`src/rtl/simon_pkg.sv`:
```
// simon_pkg: shared widths and types for the Simon player-input path.
// Holds the button bus widths and the input controller state encoding.
package simon_pkg;

  localparam int BTN_W = 4;
  localparam int VAL_W = 2;

  typedef enum logic [2:0] {
    ST_IDLE,
    ST_ARM,
    ST_WAIT_PRESS,
    ST_COMPARE,
    ST_DONE,
    ST_FAIL
  } in_state_t;

endpackage

```
`src/rtl/button_decoder.sv`:
```
// button_decoder: turns the raw button levels into a button number.
// valid is high only when exactly one button is down.
module button_decoder
  import simon_pkg::*;
(
  input  logic [BTN_W-1:0] btn,
  output logic             valid,
  output logic [VAL_W-1:0] val
);

  // one-hot detect and encode; anything else is not a press
  always_comb begin
    valid = 1'b1;
    val   = '0;
    case (btn)
      4'b0001: val = 2'd0;
      4'b0010: val = 2'd1;
      4'b0100: val = 2'd2;
      4'b1000: val = 2'd3;
      default: valid = 1'b0;
    endcase
  end

endmodule

```
`src/rtl/simon_input_ctrl.sv`:
```
// simon_input_ctrl: debounces player presses and checks them against
// the expected sequence, reporting round success, wrong press or timeout.
module simon_input_ctrl
  import simon_pkg::*;
#(
  parameter int DEBOUNCE_CYC = 4,
  parameter int TIMEOUT_CYC  = 1000,
  parameter int MAX_LEN      = 32,
  parameter int IDX_W        = $clog2(MAX_LEN)
) (
  input  logic             clk,
  input  logic             rst_n,
  input  logic             start,
  input  logic [IDX_W:0]   len,
  input  logic             abort,
  input  logic [BTN_W-1:0] btn,
  input  logic [VAL_W-1:0] exp_val,
  output logic [IDX_W-1:0] idx,
  output logic             busy,
  output logic             press,
  output logic [VAL_W-1:0] press_val,
  output logic             round_ok,
  output logic             round_fail,
  output logic             fail_timeout
);

  localparam int DB_W = (DEBOUNCE_CYC > 1) ? $clog2(DEBOUNCE_CYC) : 1;
  localparam int TM_W = (TIMEOUT_CYC > 1) ? $clog2(TIMEOUT_CYC) : 1;
  localparam int LEN_W = IDX_W + 1;
  localparam logic [DB_W-1:0] DB_LAST = DB_W'(DEBOUNCE_CYC - 1);
  localparam logic [TM_W-1:0] TM_LAST = TM_W'(TIMEOUT_CYC - 1);
  localparam logic [LEN_W-1:0] LEN_MAX = LEN_W'(MAX_LEN);

  in_state_t        state_q, state_d;
  logic [IDX_W-1:0] idx_q, idx_d;
  logic [LEN_W-1:0] len_q, len_d;
  logic [TM_W-1:0]  tmr_q, tmr_d;
  logic [DB_W-1:0]  cnt_q, cnt_d;
  logic [VAL_W-1:0] last_q, last_d;
  logic [VAL_W-1:0] pval_q, pval_d;
  logic             fto_q, fto_d;

  logic             dec_valid;
  logic [VAL_W-1:0] dec_val;
  logic             stable;
  logic [DB_W-1:0]  run;
  logic             timed_out;

  button_decoder u_dec (
    .btn   (btn),
    .valid (dec_valid),
    .val   (dec_val)
  );

  // samples already seen with the same value; a change restarts at 0
  assign stable    = dec_valid && (cnt_q != '0) && (dec_val == last_q);
  assign run       = stable ? cnt_q : '0;
  assign timed_out = (tmr_q == TM_LAST);

  // next-state, counters and latched values; abort wins over all
  always_comb begin
    state_d = state_q;
    idx_d   = idx_q;
    len_d   = len_q;
    tmr_d   = tmr_q;
    cnt_d   = cnt_q;
    last_d  = last_q;
    pval_d  = pval_q;
    fto_d   = fto_q;
    if (abort) begin
      state_d = ST_IDLE;
    end else begin
      unique case (state_q)
        ST_IDLE: begin
          if (start && len != '0) begin
            state_d = ST_ARM;
            len_d   = (len > LEN_MAX) ? LEN_MAX : len;
            idx_d   = '0;
            tmr_d   = '0;
            cnt_d   = '0;
            fto_d   = 1'b0;
          end
        end
        ST_ARM: begin
          tmr_d = tmr_q + 1'b1;
          if (timed_out) begin
            state_d = ST_FAIL;
            fto_d   = 1'b1;
          end else if (btn != '0) begin
            cnt_d = '0;
          end else if (cnt_q == DB_LAST) begin
            state_d = ST_WAIT_PRESS;
            cnt_d   = '0;
          end else begin
            cnt_d = cnt_q + 1'b1;
          end
        end
        ST_WAIT_PRESS: begin
          tmr_d = tmr_q + 1'b1;
          if (timed_out) begin
            state_d = ST_FAIL;
            fto_d   = 1'b1;
          end else if (!dec_valid) begin
            cnt_d = '0;
          end else if (run == DB_LAST) begin
            state_d = ST_COMPARE;
            pval_d  = dec_val;
            cnt_d   = '0;
          end else begin
            cnt_d  = run + 1'b1;
            last_d = dec_val;
          end
        end
        ST_COMPARE: begin
          if (pval_q != exp_val) begin
            state_d = ST_FAIL;
            fto_d   = 1'b0;
          end else if ({1'b0, idx_q} == len_q - 1'b1) begin
            state_d = ST_DONE;
          end else begin
            state_d = ST_ARM;
            idx_d   = idx_q + 1'b1;
            tmr_d   = '0;
            cnt_d   = '0;
          end
        end
        ST_DONE: state_d = ST_IDLE;
        ST_FAIL: state_d = ST_IDLE;
        default: state_d = ST_IDLE;
      endcase
    end
  end

  // state and datapath registers
  always_ff @(posedge clk or negedge rst_n) begin
    if (!rst_n) begin
      state_q <= ST_IDLE;
      idx_q   <= '0;
      len_q   <= '0;
      tmr_q   <= '0;
      cnt_q   <= '0;
      last_q  <= '0;
      pval_q  <= '0;
      fto_q   <= 1'b0;
    end else begin
      state_q <= state_d;
      idx_q   <= idx_d;
      len_q   <= len_d;
      tmr_q   <= tmr_d;
      cnt_q   <= cnt_d;
      last_q  <= last_d;
      pval_q  <= pval_d;
      fto_q   <= fto_d;
    end
  end

  assign idx          = idx_q;
  assign busy         = (state_q != ST_IDLE);
  assign press        = (state_q == ST_COMPARE);
  assign press_val    = pval_q;
  assign round_ok     = (state_q == ST_DONE);
  assign round_fail   = (state_q == ST_FAIL);
  assign fail_timeout = fto_q;

endmodule

```
`config.mk`:
```
export PLATFORM = sky130hd
export DESIGN_NAME = simon_input_ctrl
export DESIGN_NICKNAME = d
export VERILOG_FILES = /design/src/rtl/simon_pkg.sv /design/src/rtl/button_decoder.sv /design/src/rtl/simon_input_ctrl.sv
export SDC_FILE = /design/constraint.sdc
export NUM_CORES = 1
export LEC_CHECK = 0
export ABC_AREA = 0
export BUFFER_PORTS_ARGS = -buffer_cell sky130_fd_sc_hd__buf_2
export CAP_MARGIN = 20
export CORE_ASPECT_RATIO = 0.6
export CORE_MARGIN = 2
export CORE_UTILIZATION = 39
export DETAILED_ROUTE_END_ITERATION = 6
export PLACE_DENSITY = 0.6
export SETUP_SLACK_MARGIN = 0.4
export SLEW_MARGIN = 0
export SYNTH_ARGS = -nofsm -noshare
export SYNTH_HDL_FRONTEND = slang
export SYNTH_HIERARCHICAL = 1
export SYNTH_SLANG_ARGS = --single-unit
```
`constraint.sdc`:
```
create_clock -name clk -period 2.7 [get_ports clk]
set_input_delay 0.135 -clock clk [delete_from_list [all_inputs] [get_ports clk]]
set_output_delay 0.135 -clock clk [all_outputs]
set_load 0.005 [all_outputs]
```
Word-level counts from Yosys, hierarchy flattened --
Index checks and enable logic that the tools add are counted.
Word-level totals: register bits after elaboration 31, output and inout port bits 12
Cells by class: add/sub/neg operators 5, $lt $le $gt $ge 1, eq/ne operators 27, mux-type cells 37, bitwise operators 3, reduce and logical (&&, ||, !) cells 21
Operators by type and width (count):
- $mux W10 | 3
- $mux W3 | 10
- $pmux W10 S3 | 1
- $reduce_and A5 Y1 | 6
- $mux W2 | 10
- $ne A4 B4 Y1 const B | 4
- $mux W5 | 3
- $pmux W3 S4 | 1
- $add A10 B1 Y10 const B | 1
- $eq A10 B10 Y1 const B | 1
- $ne A2 B2 Y1 const B | 5
- $pmux W5 S2 | 1
- $pmux W2 S4 | 1
- $reduce_bool A4 Y1 | 2
- $reduce_and A7 Y1 | 1
- $eq A3 B2 Y1 const B | 2
- $eq A3 B3 Y1 const B | 2
- $eq A5 B6 Y1 | 1
- $gt A6 B6 Y1 const B | 1
- $mux W6 | 1
- $pmux W2 S3 | 1
- $reduce_bool A3 Y1 | 2
- $reduce_bool A6 Y1 | 1
- $sub A6 B1 Y6 const B | 1
- other kinds (21) | 32

Depth between registers and ports, before layout --
Gate-level depths: netlist of the first run.
depth after elaboration 12, mapped depth 10

Modules after synthesis --
The synthesis of the first run kept the hierarchy.
Modules (own cells, without submodules):
- simon_input_ctrl | instances 1, cells each 215, area an instance 1975.6 um2
- button_decoder | instances 1, cells each 7, area an instance 51.3 um2

Least setup slack after synthesis of the first run --
No wires, ideal clock.
path kind register to register, start point register len_q[0], end point register tmr_q[5], data arrival time 2.060 ns, setup slack 0.515 ns, stages on the path, launching flop included 10, period minus slack after synthesis 2.185 ns, cell sequence dfrtp_1 -> inv_1 -> ha_1 -> xor2_1 -> nand2_1 -> nor4_1 -> and2_4 -> buf_6 -> nor3b_1 -> mux2_4
Between the ends: longest elaborated chain between the ends 4
Ends and longest elaborated chain:
- start: declaration | RTL line simon_input_ctrl.sv:36 | logic [LEN_W-1:0] len_q, len_d;
- start signal: assignment | RTL line simon_input_ctrl.sv:148 | len_q <= len_d;
- $sub A6 B1 Y6 | RTL line simon_input_ctrl.sv:118 | end else if ({1'b0, idx_q} == len_q - 1'b1) begin
- $eq A5 B6 Y1 | RTL line simon_input_ctrl.sv:118
- $ne A2 B2 Y1 (no line)
- $reduce_and A5 Y1 (no line)
- end signal: assignment | RTL line simon_input_ctrl.sv:149 | tmr_q <= tmr_d;
- end: declaration | RTL line simon_input_ctrl.sv:37 | logic [TM_W-1:0] tmr_q, tmr_d;
Every way passes these cells. A chain may end at the register's enable or synchronous reset.

Final worst setup path of the first run --
start point register len_q[1], end point register tmr_q[9]
Same word-level chain as after synthesis.

==> results of run 1 <==
==> synth_stat cells (7+ instances only) <==
library cell	n	share of area [%]
or4_1	7	2.6
dfrtp_1	31	38
nand3_1	10	2.5
nand2_1	19	3.5
inv_1	11	2.0
a21oi_1	15	3.7
xnor2_1	7	3.0
nand2b_1	11	3.4
o21ai_0	8	2.0
nor2_1	12	2.2
o31ai_1	8	3.0
==> sequential cells by signal, summed over array words and instances (netlist names) <==
signal        cells
cnt_q             2
fail_timeout      1
idx               5
last_q            2
len_q             6
press_val         2
state_q           3
tmr_q            10
==> stage by stage <==
step / total power [mW] / instance area, µm² / cells
2_1_floorplan: 1.128 / 2027 / 222
3_3_place_gp: 1.291 / 2230 / 312
3_5_place_dp: 1.310 / 2230 / 312
4_1_cts: 1.746 / 2382 / 324
5_1_grt: 1.946 / 2446 / 327
6_report: 1.813 / 2446 / 327
==> layer usage <==
metal | vias to the layer above | track usage, % | share of wire, %
met1 | 817 | 24.13 | 53
met4 | 0 | 5.030 | 0.73
met3 | 7 | 4.444 | 2.9
met2 | 23 | 25.30 | 43
li1 | 887 | - | -
met5 | - | 0 | 0
==> cell type report <==
cell class / count / area [µm²]
clock buffer: 6 / 72.57
fill: 485 / 2584
tap: 66 / 82.58
multi-input combinational: 175 / 1252
sequential: 31 / 777.0
inverter: 11 / 41.29
timing repair buffer: 38 / 220.2
==> how the worst max path moves through the flow <==
stage                    startpoint                     end  slack [ns]  cells past startpoint
3_3_place_gp   len_q[0]$_DFFE_PN0P_    tmr_q[5]$_DFFE_PN0P_        0.35                      8
5_1_grt        len_q[1]$_DFFE_PN0P_    tmr_q[9]$_DFFE_PN0P_        0.31                      7
2_1_floorplan  len_q[0]$_DFFE_PN0P_    tmr_q[5]$_DFFE_PN0P_        0.52                      9
4_1_cts        len_q[0]$_DFFE_PN0P_    tmr_q[9]$_DFFE_PN0P_        0.40                      7
3_5_place_dp                 btn[3]  state_q[1]$_DFFE_PN0P_        0.28                     11
6_report       len_q[1]$_DFFE_PN0P_    tmr_q[9]$_DFFE_PN0P_        0.38                      7
==> power by group through the flow <==
stage	registers (mW)	logic [mW]	clock network [mW]
finish	0.667	0.812	0.334
CTS	0.663	0.738	0.345
detailed placement	0.668	0.642	0
global route	0.679	0.895	0.371
floorplan	0.645	0.482	0
global placement	0.663	0.628	0
==> cells by family (layout without fill, tap and decap cells) <==
logic type	count (synthesis)	in the layout	share of synthesized area, %
AND/OR/NAND/NOR	99	99	27.78
AO/OA/AOI/OAI	47	48	15.37
flip-flops	31	31	38.27
buffers and inverters	17	55	3.889
XOR/XNOR	11	11	4.753
multiplexers	11	11	6.235
adder cells (fa/ha/maj)	6	6	3.704
==> timing repair <==
action | CTS | global route
gates resized for setup | 4 | 9
endpoints found under the hold margin | 31 | 0
gates cloned | 0 | 1
hold buffers | 1 | 0
pin swaps | 1 | 9
buffers inserted | 5 | 2
endpoints found under the setup margin | 5 | 18
==> worst reg2reg max path: cells and delay by family, from the launching register on <==
family                 cells  cell delay, ns
and+or+nand+nor            3            1.26
buffers and inverters      1            0.15
DFF                        1            0.41
AOI/OAI and AO/OA          3            0.42
==> flow_summary_export.csv, run 1 <==
group,metric,value,unit
cts,cts_buffers,5,
timing,setup_viol,0,
timing,max_freq,0.4317,GHz
logic_synthesis,ys_async_sr_fraction,100.0,%
placement,io_buffers,27,
pwr,p_leak,1.095,nW
setup_path,cp_slowest_cell,"or4_4",
global_routing,antenna_found_initial,0,
setup_path,r2r_end,"tmr_q[9]$_DFFE_PN0P_",
timing,max_slew_margin,51.80,%
timing,worstMarginPinSlew,0.7231,ns
setup_path,worstReg2RegStart,"len_q[1]$_DFFE_PN0P_",
setup_path,cp_max_fo,7,
routing,via_per_inst,5.303,
logic_synthesis,synthesis.nets,244,
logic_synthesis,syn_avg_cell_area,9.130,µm²
routing,dr.pass1.iters,4,
setup_path,end_kind,"register",
pwr,vdd_drop_max,0.2412,mV
setup_path,critPathKind,"register to register",
setup_path,required,2.91,ns
cts,htreeDepth,2,
setup_path,path_buf_inv,1,
timing,rsz0062_at_grt,"true",
pwr,p_per_area,741.0,nW/µm²
logic_synthesis,ys_ff_latch,31,
floorplan,die_w,97.07,µm
timing,holdWs,0.1167,ns
pwr,p_comb_share,44.8,%
min_path,min_to,"len_q[0]$_DFFE_PN0P_",
min_path,hold_start,"len[0]",
timing,fin_skew,0.004800,ns
global_routing,grt_max_degree,32,
logic_synthesis,synth_cell_types,47,
status,status,"finished, final reports clean",
layout,mostFrequentLayoutCells,"dfrtp_1 (30), buf_2 (27), nand2_1 (18), a21oi_1 (13), nor2_1 (12)",
logic_synthesis,synth_edf_count,0,
global_routing,grt_usage,16.87,%
floorplan,die-area,5809,µm²
floorplan,ios,28,
routing,avgRoutedWirePerCell,14.71,µm
floorplan,start_util,40.30,%
global_routing,overflow,0,
routing,routed_wirelength,4.811,mm
routing,num_vias,1734,
setup_path,critPathTopFamily,"simple AND/OR/NAND/NOR gates",
global_routing,grt_pass1_vias,1524,
setup_path,reg2reg_depth,7,
timing,slew_viol_final,0,
cts,cts_tree,"built",
placement,pre_cts_slack,0.2842,ns
routing,drc,0,
logic_synthesis,ys_warn_count,6,
setup_path,reg2reg_slack,0.38,ns
pwr,switching_power,0.7238,mW
layout,antenna_cells,0,
cts,cts_root_buf,"clkbuf_8",
layout,drive_gt1_share,25.29,%
global_routing,grt_pass1_wl,7.521,mm
cts,cts.sinks,31,
setup_path,cp.arrival,2.52,ns
layout,final_common_cell,"dfrtp_1",
pwr,p_seq_share,36.8,%
timing,finalWorstSetupSlack,0.3837,ns
layout,nets,284,
timing,hold_viol,0,
timing,period_needed,2.316,ns
logic_synthesis,synthCells,222,
cts,clock_path_buffers,2,
logic_synthesis,synth_flop_cell,"dfrtp_1",
setup_path,cp-start-kind,"register",
floorplan,coreArea,5030,µm²
timing,setup_tns,0,ns
cts,clk_latency,0.28,ns
setup_path,max_stage_delay,0.57,ns
job,cap_violations,0,
timing,period_share,85.79,%
pwr,swShare,39.93,%
layout,area_growth,20.68,%
floorplan,num_rows,20,
placement,dpl.hpwl,3.348,mm
pwr,internal-power,1.089,mW
floorplan,die_h,59.84,µm
setup_path,path_cells,"or4_4 > o21ai_4 > a2bb2oi_4 > and2_4 > buf_4 > or4_1 > a21oi_2",
layout,post-route-util,48.63,%
routing,drtIter0Drc,58,
pwr,clockPowerShare,18.4,%
logic_synthesis,syn-cell-area,2027,µm²
min_path,hold_class,"input port to register",
cts,clkTransAtPathRegs,0.06,ns
placement,gp_congestion,0.7675,
logic_synthesis,yosysSeqAreaShare,38.27,%
min_path,whs_path_depth,3,
routing,ant_nets,0,
No activity file was read; power rests on OpenSTA's default activity.
==> run 2, diff against run 1 <==
--- a/config.mk
+++ b/config.mk
@@ -10,9 +10,10 @@
 export CAP_MARGIN = 20
 export CORE_ASPECT_RATIO = 0.6
 export CORE_MARGIN = 2
-export CORE_UTILIZATION = 39
+export CORE_UTILIZATION = 35
 export DETAILED_ROUTE_END_ITERATION = 6
-export PLACE_DENSITY = 0.6
+export PLACE_DENSITY = 0.55
+export REMOVE_ABC_BUFFERS = 1
 export SETUP_SLACK_MARGIN = 0.4
 export SLEW_MARGIN = 0
 export SYNTH_ARGS = -nofsm -noshare
==> run 2 against run 1 <==
- non-clock buffer count unchanged
- critical endpoint is now tmr_q[8]$_DFFE_PN0P_
- largest cell class unchanged
- flip-flop and latch count unchanged
- highest routed layer unchanged
- count of clock-buffer cells in the layout increased by 2
- first-iteration DRC count increased by 76%
- die area increased by 11%
- fmax increased by 2.6%
==> flow_summary_export.csv, run 2 (synthesized netlist as in run 1, its figures left out) <==
group,metric,value,unit
setup_path,critical_path.endpoint,"tmr_q[8]$_DFFE_PN0P_",
setup_path,critPathKind,"register to register",
setup_path,worstReg2RegStart,"len_q[1]$_DFFE_PN0P_",
timing,finalWorstSetupSlack,0.4423,ns
timing,slew_viol_final,0,
layout,largest_reg_flops,10,
timing,period_needed,2.258,ns
pwr,vdd_drop_max,0.2292,mV
setup_path,end_kind,"register",
timing,fin_skew,0.002200,ns
setup_path,reg2reg_slack,0.44,ns
timing,setup_tns,0,ns
setup_path,cp.arrival,2.47,ns
global_routing,overflow,0,
layout,antenna_cells,0,
routing,num_vias,1733,
setup_path,crit_start,"len_q[1]$_DFFE_PN0P_",
timing,max_slew_margin,50.14,%
placement,dpl.hpwl,3.419,mm
placement,pre_cts_slack,0.2548,ns
placement,gp_congestion,0.7838,
global_routing,grt_pass1_vias,1643,
cts,cts_root_buf,"clkbuf_8",
layout,drive_gt1_share,24.43,%
global_routing,grt_max_degree,32,
layout,mostFrequentLayoutCells,"dfrtp_1 (31), buf_2 (27), nand2_1 (19), a21oi_1 (15), nor2_1 (12)",
routing,dr.pass1.iters,4,
setup_path,required,2.91,ns
routing,drc,0,
status,status,"finished, final reports clean",
cts,clk_latency,0.28,ns
layout,nets,283,
timing,rsz0062_at_grt,"true",
cts,clock_path_buffers,2,
setup_path,r2r_end,"tmr_q[8]$_DFFE_PN0P_",
layout,final_area,2477,µm²
layout,final_common_cell,"dfrtp_1",
global_routing,grt_pass1_wl,8.231,mm
routing,routed_wirelength,4.872,mm
setup_path,cp-start-kind,"register",
setup_path,reg2reg_depth,7,
pwr,p_leak,1.111,nW
setup_path,cp_max_fo,8,
job,cap_violations,0,
layout,finalNonFillerCells,342,
timing,worstMarginPinSlew,0.7479,ns
placement,placed_cells,326,
pwr,p_per_area,751.7,nW/µm²
routing,via_per_inst,5.067,
placement,dpl-instance-area,2247,µm²
cts,cts_buffers,5,
cts,htreeDepth,2,
floorplan,ios,28,
timing,hold_viol,0,
routing,ant_nets,0,
floorplan,start_util,36.39,%
floorplan,coreArea,5570,µm²
min_path,hold_class,"input port to register",
floorplan,die_h,62.95,µm
cts,cts.sinks,31,
cts,cts_tree,"built",
floorplan,num_rows,21,
placement,io_buffers,27,
floorplan,die-area,6436,µm²
timing,period_share,83.62,%
floorplan,die_w,102.2,µm
timing,max_freq,0.4429,GHz
timing,setup_viol,0,
layout,top_register,"tmr_q",
global_routing,antenna_found_initial,0,
cts,clkTransAtPathRegs,0.07,ns
layout,area_growth,22.22,%
routing,avgRoutedWirePerCell,14.25,µm
routing,drtIter0Drc,102,
global_routing,grt_usage,16.67,%
run 2: per-stage QoR:
stage | hold WS, ns | utilization [%] | power (mW)
3_5_place_dp | 0.2502 | 40.34 | 1.313
6_report | 0.1078 | 44.47 | 1.862
3_3_place_gp | 0.2427 | 40.34 | 1.302
5_1_grt | 0.1151 | 44.47 | 2.005
2_1_floorplan | -0.1606 | - | 1.117
4_1_cts | 0.1017 | 43.44 | 1.790
run 2: worst max-delay path: stages (launching register included):
cell	delay, ns
dfrtp_1	0.40
or4_4	0.55
o21ai_4	0.17
a2bb2oi_4	0.08
and2_4	0.18
buf_4	0.16
or4_1	0.50
a21oi_1	0.15
run 2: power by group:
part	leakage [nW]	switching, mW	internal [mW]	total (mW)
registers	0.422	0.105	0.554	0.659
logic	0.637	0.435	0.352	0.787
clock network	0.0515	0.183	0.233	0.416
run 2: layer usage:
layer / up-vias / wire length [µm] / global-route usage, %
met5: - / 0 / 0
met1: 822 / 2801 / 26.60
met2: 21 / 1889 / 21.46
met4: 0 / 42 / 5.000
li1: 885 / - / -
met3: 5 / 139 / 4.027
run 2: how the worst min path moves through the flow:
stage               startpoint              endpoint  slack (ns)  cells after the start
floorplan                rst_n  cnt_q[0]$_DFFE_PN0P_       -0.16                      0
global placement         rst_n  tmr_q[5]$_DFFE_PN0P_        0.24                      1
detailed placement       rst_n  tmr_q[5]$_DFFE_PN0P_        0.25                      1
CTS                     len[1]  len_q[1]$_DFFE_PN0P_        0.10                      3
global route            len[1]  len_q[1]$_DFFE_PN0P_        0.12                      3
finish                  len[1]  len_q[1]$_DFFE_PN0P_        0.11                      3
run 2: layout make-up:
class | count | area (µm²)
inverter | 11 | 41.29
fill | 576 | 3093
clock buffer | 8 | 100.1
timing repair buffer | 38 | 220.2
sequential | 31 | 775.7
multi-input combinational | 174 | 1240
tap | 80 | 100.1
run 2: repair_timing:
item                                    4_1_cts  5_1_grt
pin swaps                                     0        3
cloned                                        0        0
hold buffers                                  1        0
hold endpoints to repair                     31        0
endpoints found under the setup margin        5       16
buffers inserted                              5        2
resized for setup                             3        7
==> run 3, diff against run 2 <==
--- a/config.mk
+++ b/config.mk
@@ -12,7 +12,7 @@
 export CORE_MARGIN = 2
 export CORE_UTILIZATION = 35
 export DETAILED_ROUTE_END_ITERATION = 6
-export PLACE_DENSITY = 0.55
+export PLACE_DENSITY = 0.57
 export REMOVE_ABC_BUFFERS = 1
 export SETUP_SLACK_MARGIN = 0.4
 export SLEW_MARGIN = 0
==> constraint.sdc (replaced) <==
create_clock -name clk -period 2.01 [get_ports clk]
set_input_delay 0.1005 -clock clk [delete_from_list [all_inputs] [get_ports clk]]
set_output_delay 0.1005 -clock clk [all_outputs]
set_load 0.005 [all_outputs]
==> run 3 against run 2 <==
- the run now ends with negative setup slack left
- design area is 18% higher
- fmax rose by 2.2%
- power grew 47%
- utilization rose by 8.0 points
- flip-flop and latch count stayed put
- clock power up 13%
- worst setup slack lost 0.64 ns
- wire length is 9.9% higher
- non-clock buffer count grew 33
- sequential share of layout area decreased by 4.8 points
==> flow_summary_export.csv, run 3 (synthesized netlist as in run 1, its figures left out) <==
group,metric,value,unit
floorplan,coreArea,5570,µm²
timing,finalWorstSetupSlack,-0.1996,ns
timing,worstMarginPinSlew,0.7254,ns
routing,routed_wirelength,5.353,mm
setup_path,r2r_end,"tmr_q[3]$_DFFE_PN0P_",
layout,largest_reg_flops,10,
placement,placed_cells,360,
cts,clk_latency,0.28,ns
placement,io_buffers,27,
status,failed_checks,"negative setup slack",
layout,top_register,"tmr_q",
routing,ant_nets,0,
pwr,p_per_area,936.7,nW/µm²
cts,cts_tree,"built",
setup_path,worstReg2RegStart,"len_q[0]$_DFFE_PN0P_",
setup_path,max_stage_delay,0.56,ns
layout,antenna_cells,0,
routing,dr.pass1.iters,4,
routing,num_vias,1900,
routing,avgRoutedWirePerCell,14.27,µm
pwr,clockPowerShare,17.2,%
layout,fillers,536,
layout,drive_gt1_share,42.71,%
setup_path,cp_max_fo,9,
pwr,vdd_drop_max,0.5348,mV
layout,final_common_cell,"buf_4",
timing,hold_viol,0,
pwr,p_seq_share,30.6,%
floorplan,ios,28,
timing,fin_skew,0.002103,ns
routing,via_per_inst,5.067,
min_path,min_to,"len_q[3]$_DFFE_PN0P_",
cts,cts_buffers,5,
floorplan,num_rows,21,
pwr,p_leak,1.314,nW
setup_path,critPathKind,"register to register",
layout,post-route-util,52.45,%
job,cap_violations,0,
routing,drc,0,
global_routing,grt_usage,17.43,%
min_path,hold_start,"len[3]",
pwr,internal-power,1.687,mW
global_routing,grt_pass1_wl,8.818,mm
setup_path,reg2reg_slack,-0.20,ns
floorplan,die-area,6436,µm²
global_routing,grt_pass1_vias,1791,
floorplan,die_h,62.95,µm
placement,gp_congestion,0.8491,
floorplan,die_w,102.2,µm
setup_path,cp_slowest_cell,"or4_4",
cts,clkTransAtPathRegs,0.06,ns
status,status,"finished, violations left",
layout,multi_input_area,1420,µm²
pwr,swShare,38.34,%
floorplan,start_util,36.39,%
placement,dpl.hpwl,3.862,mm
setup_path,path_cells,"or4_4 > o21ai_4 > a2bb2oi_4 > and2_4 > buf_12 > or4_4 > a21oi_2",
cts,cts_root_buf,"clkbuf_8",
min_path,whs_path_depth,3,
setup_path,cp-start-kind,"register",
global_routing,overflow,0,
layout,ff_latch_area,775.7,µm²
timing,period_share,109.9,%
setup_path,cp.arrival,2.42,ns
min_path,hold_class,"input port to register",
timing,max_slew_margin,51.64,%
setup_path,end_kind,"register",
timing,slew_viol_final,0,
layout,area_growth,44.14,%
setup_path,reg2reg_depth,7,
layout,mostFrequentLayoutCells,"buf_4 (36), dfrtp_1 (31), buf_2 (27), nand2_1 (17), inv_1 (11)",
layout,nets,316,
global_routing,grt_max_degree,32,
pwr,p_comb_share,52.2,%
timing,setup_viol,18,
global_routing,antenna_found_initial,0,
timing,period_needed,2.210,ns
setup_path,path_common_cell,"or4_4",
pwr,switching_power,1.049,mW
cts,htreeDepth,2,
layout,finalNonFillerCells,375,
routing,drtIter0Drc,89,
setup_path,required,2.22,ns
timing,max_freq,0.4526,GHz
cts,cts.sinks,31,
timing,rsz0062_at_grt,"true",
cts,clock_path_buffers,2,
run 3: final cells by class:
cell class,instances,share of cell area [%]
clock buffers,7,2.612
clock inverters,1,0.1713
inverters,11,1.413
multi-input cells,174,48.61
flip-flops and latches,31,26.55
well taps,80,3.426
repair buffers,71,17.22
run 3: power by group through the flow:
stage,clock network (mW),logic (mW),registers [mW]
finish,0.470,1.43,0.837
CTS,0.490,1.30,0.835
floorplan,0,0.633,0.867
global placement,0,1.09,0.841
global route,0.523,1.57,0.851
detailed placement,0,1.10,0.840
run 3: per-stage QoR:
step	power [mW]	area, µm²	hold slack [ns]	TNS [ns]	worst slack (ns)
5_1_grt	2.943	2922	0.08853	-3.700	-0.2572
2_1_floorplan	1.500	1989	-0.1951	-0.6302	-0.1844
4_1_cts	2.623	2780	0.07903	-1.921	-0.1897
3_5_place_dp	1.941	2515	0.2073	-3.996	-0.2759
3_3_place_gp	1.926	2515	0.2040	-2.937	-0.2119
6_report	2.737	2922	0.07619	-2.105	-0.1996
run 3: routing by layer:
layer | GRT usage, % | share of wire [%]
met4 | 4.000 | 0.65
met3 | 3.691 | 3.1
met1 | 27.83 | 54
met5 | 0 | 0
met2 | 23.44 | 42
run 3: how the worst max path moves through the flow:
stage                     slack (ns)                 start                      to
after floorplan                -0.18  len_q[0]$_DFFE_PN0P_    tmr_q[5]$_DFFE_PN0P_
after global placement         -0.21                btn[3]  state_q[0]$_DFFE_PN0P_
after detailed placement       -0.28                btn[3]  state_q[0]$_DFFE_PN0P_
after CTS                      -0.19  len_q[0]$_DFFE_PN0P_    tmr_q[3]$_DFFE_PN0P_
after global routing           -0.26  len_q[0]$_DFFE_PN0P_    tmr_q[3]$_DFFE_PN0P_
final                          -0.20  len_q[0]$_DFFE_PN0P_    tmr_q[3]$_DFFE_PN0P_
run 3: repair_timing:
item | CTS | global route
pin swaps | 24 | 15
hold buffers | 1 | 0
gates resized for setup | 34 | 28
setup buffers | 4 | 2
endpoints found under the hold margin | 31 | 0
setup endpoints to repair | 29 | 30
run 3: worst max-delay path: cells and delay by family, from the launching register on:
family | cells | cell delay (ns)
compound gates | 3 | 0.37
buf+inv | 1 | 0.13
flops | 1 | 0.40
simple gates | 3 | 1.24
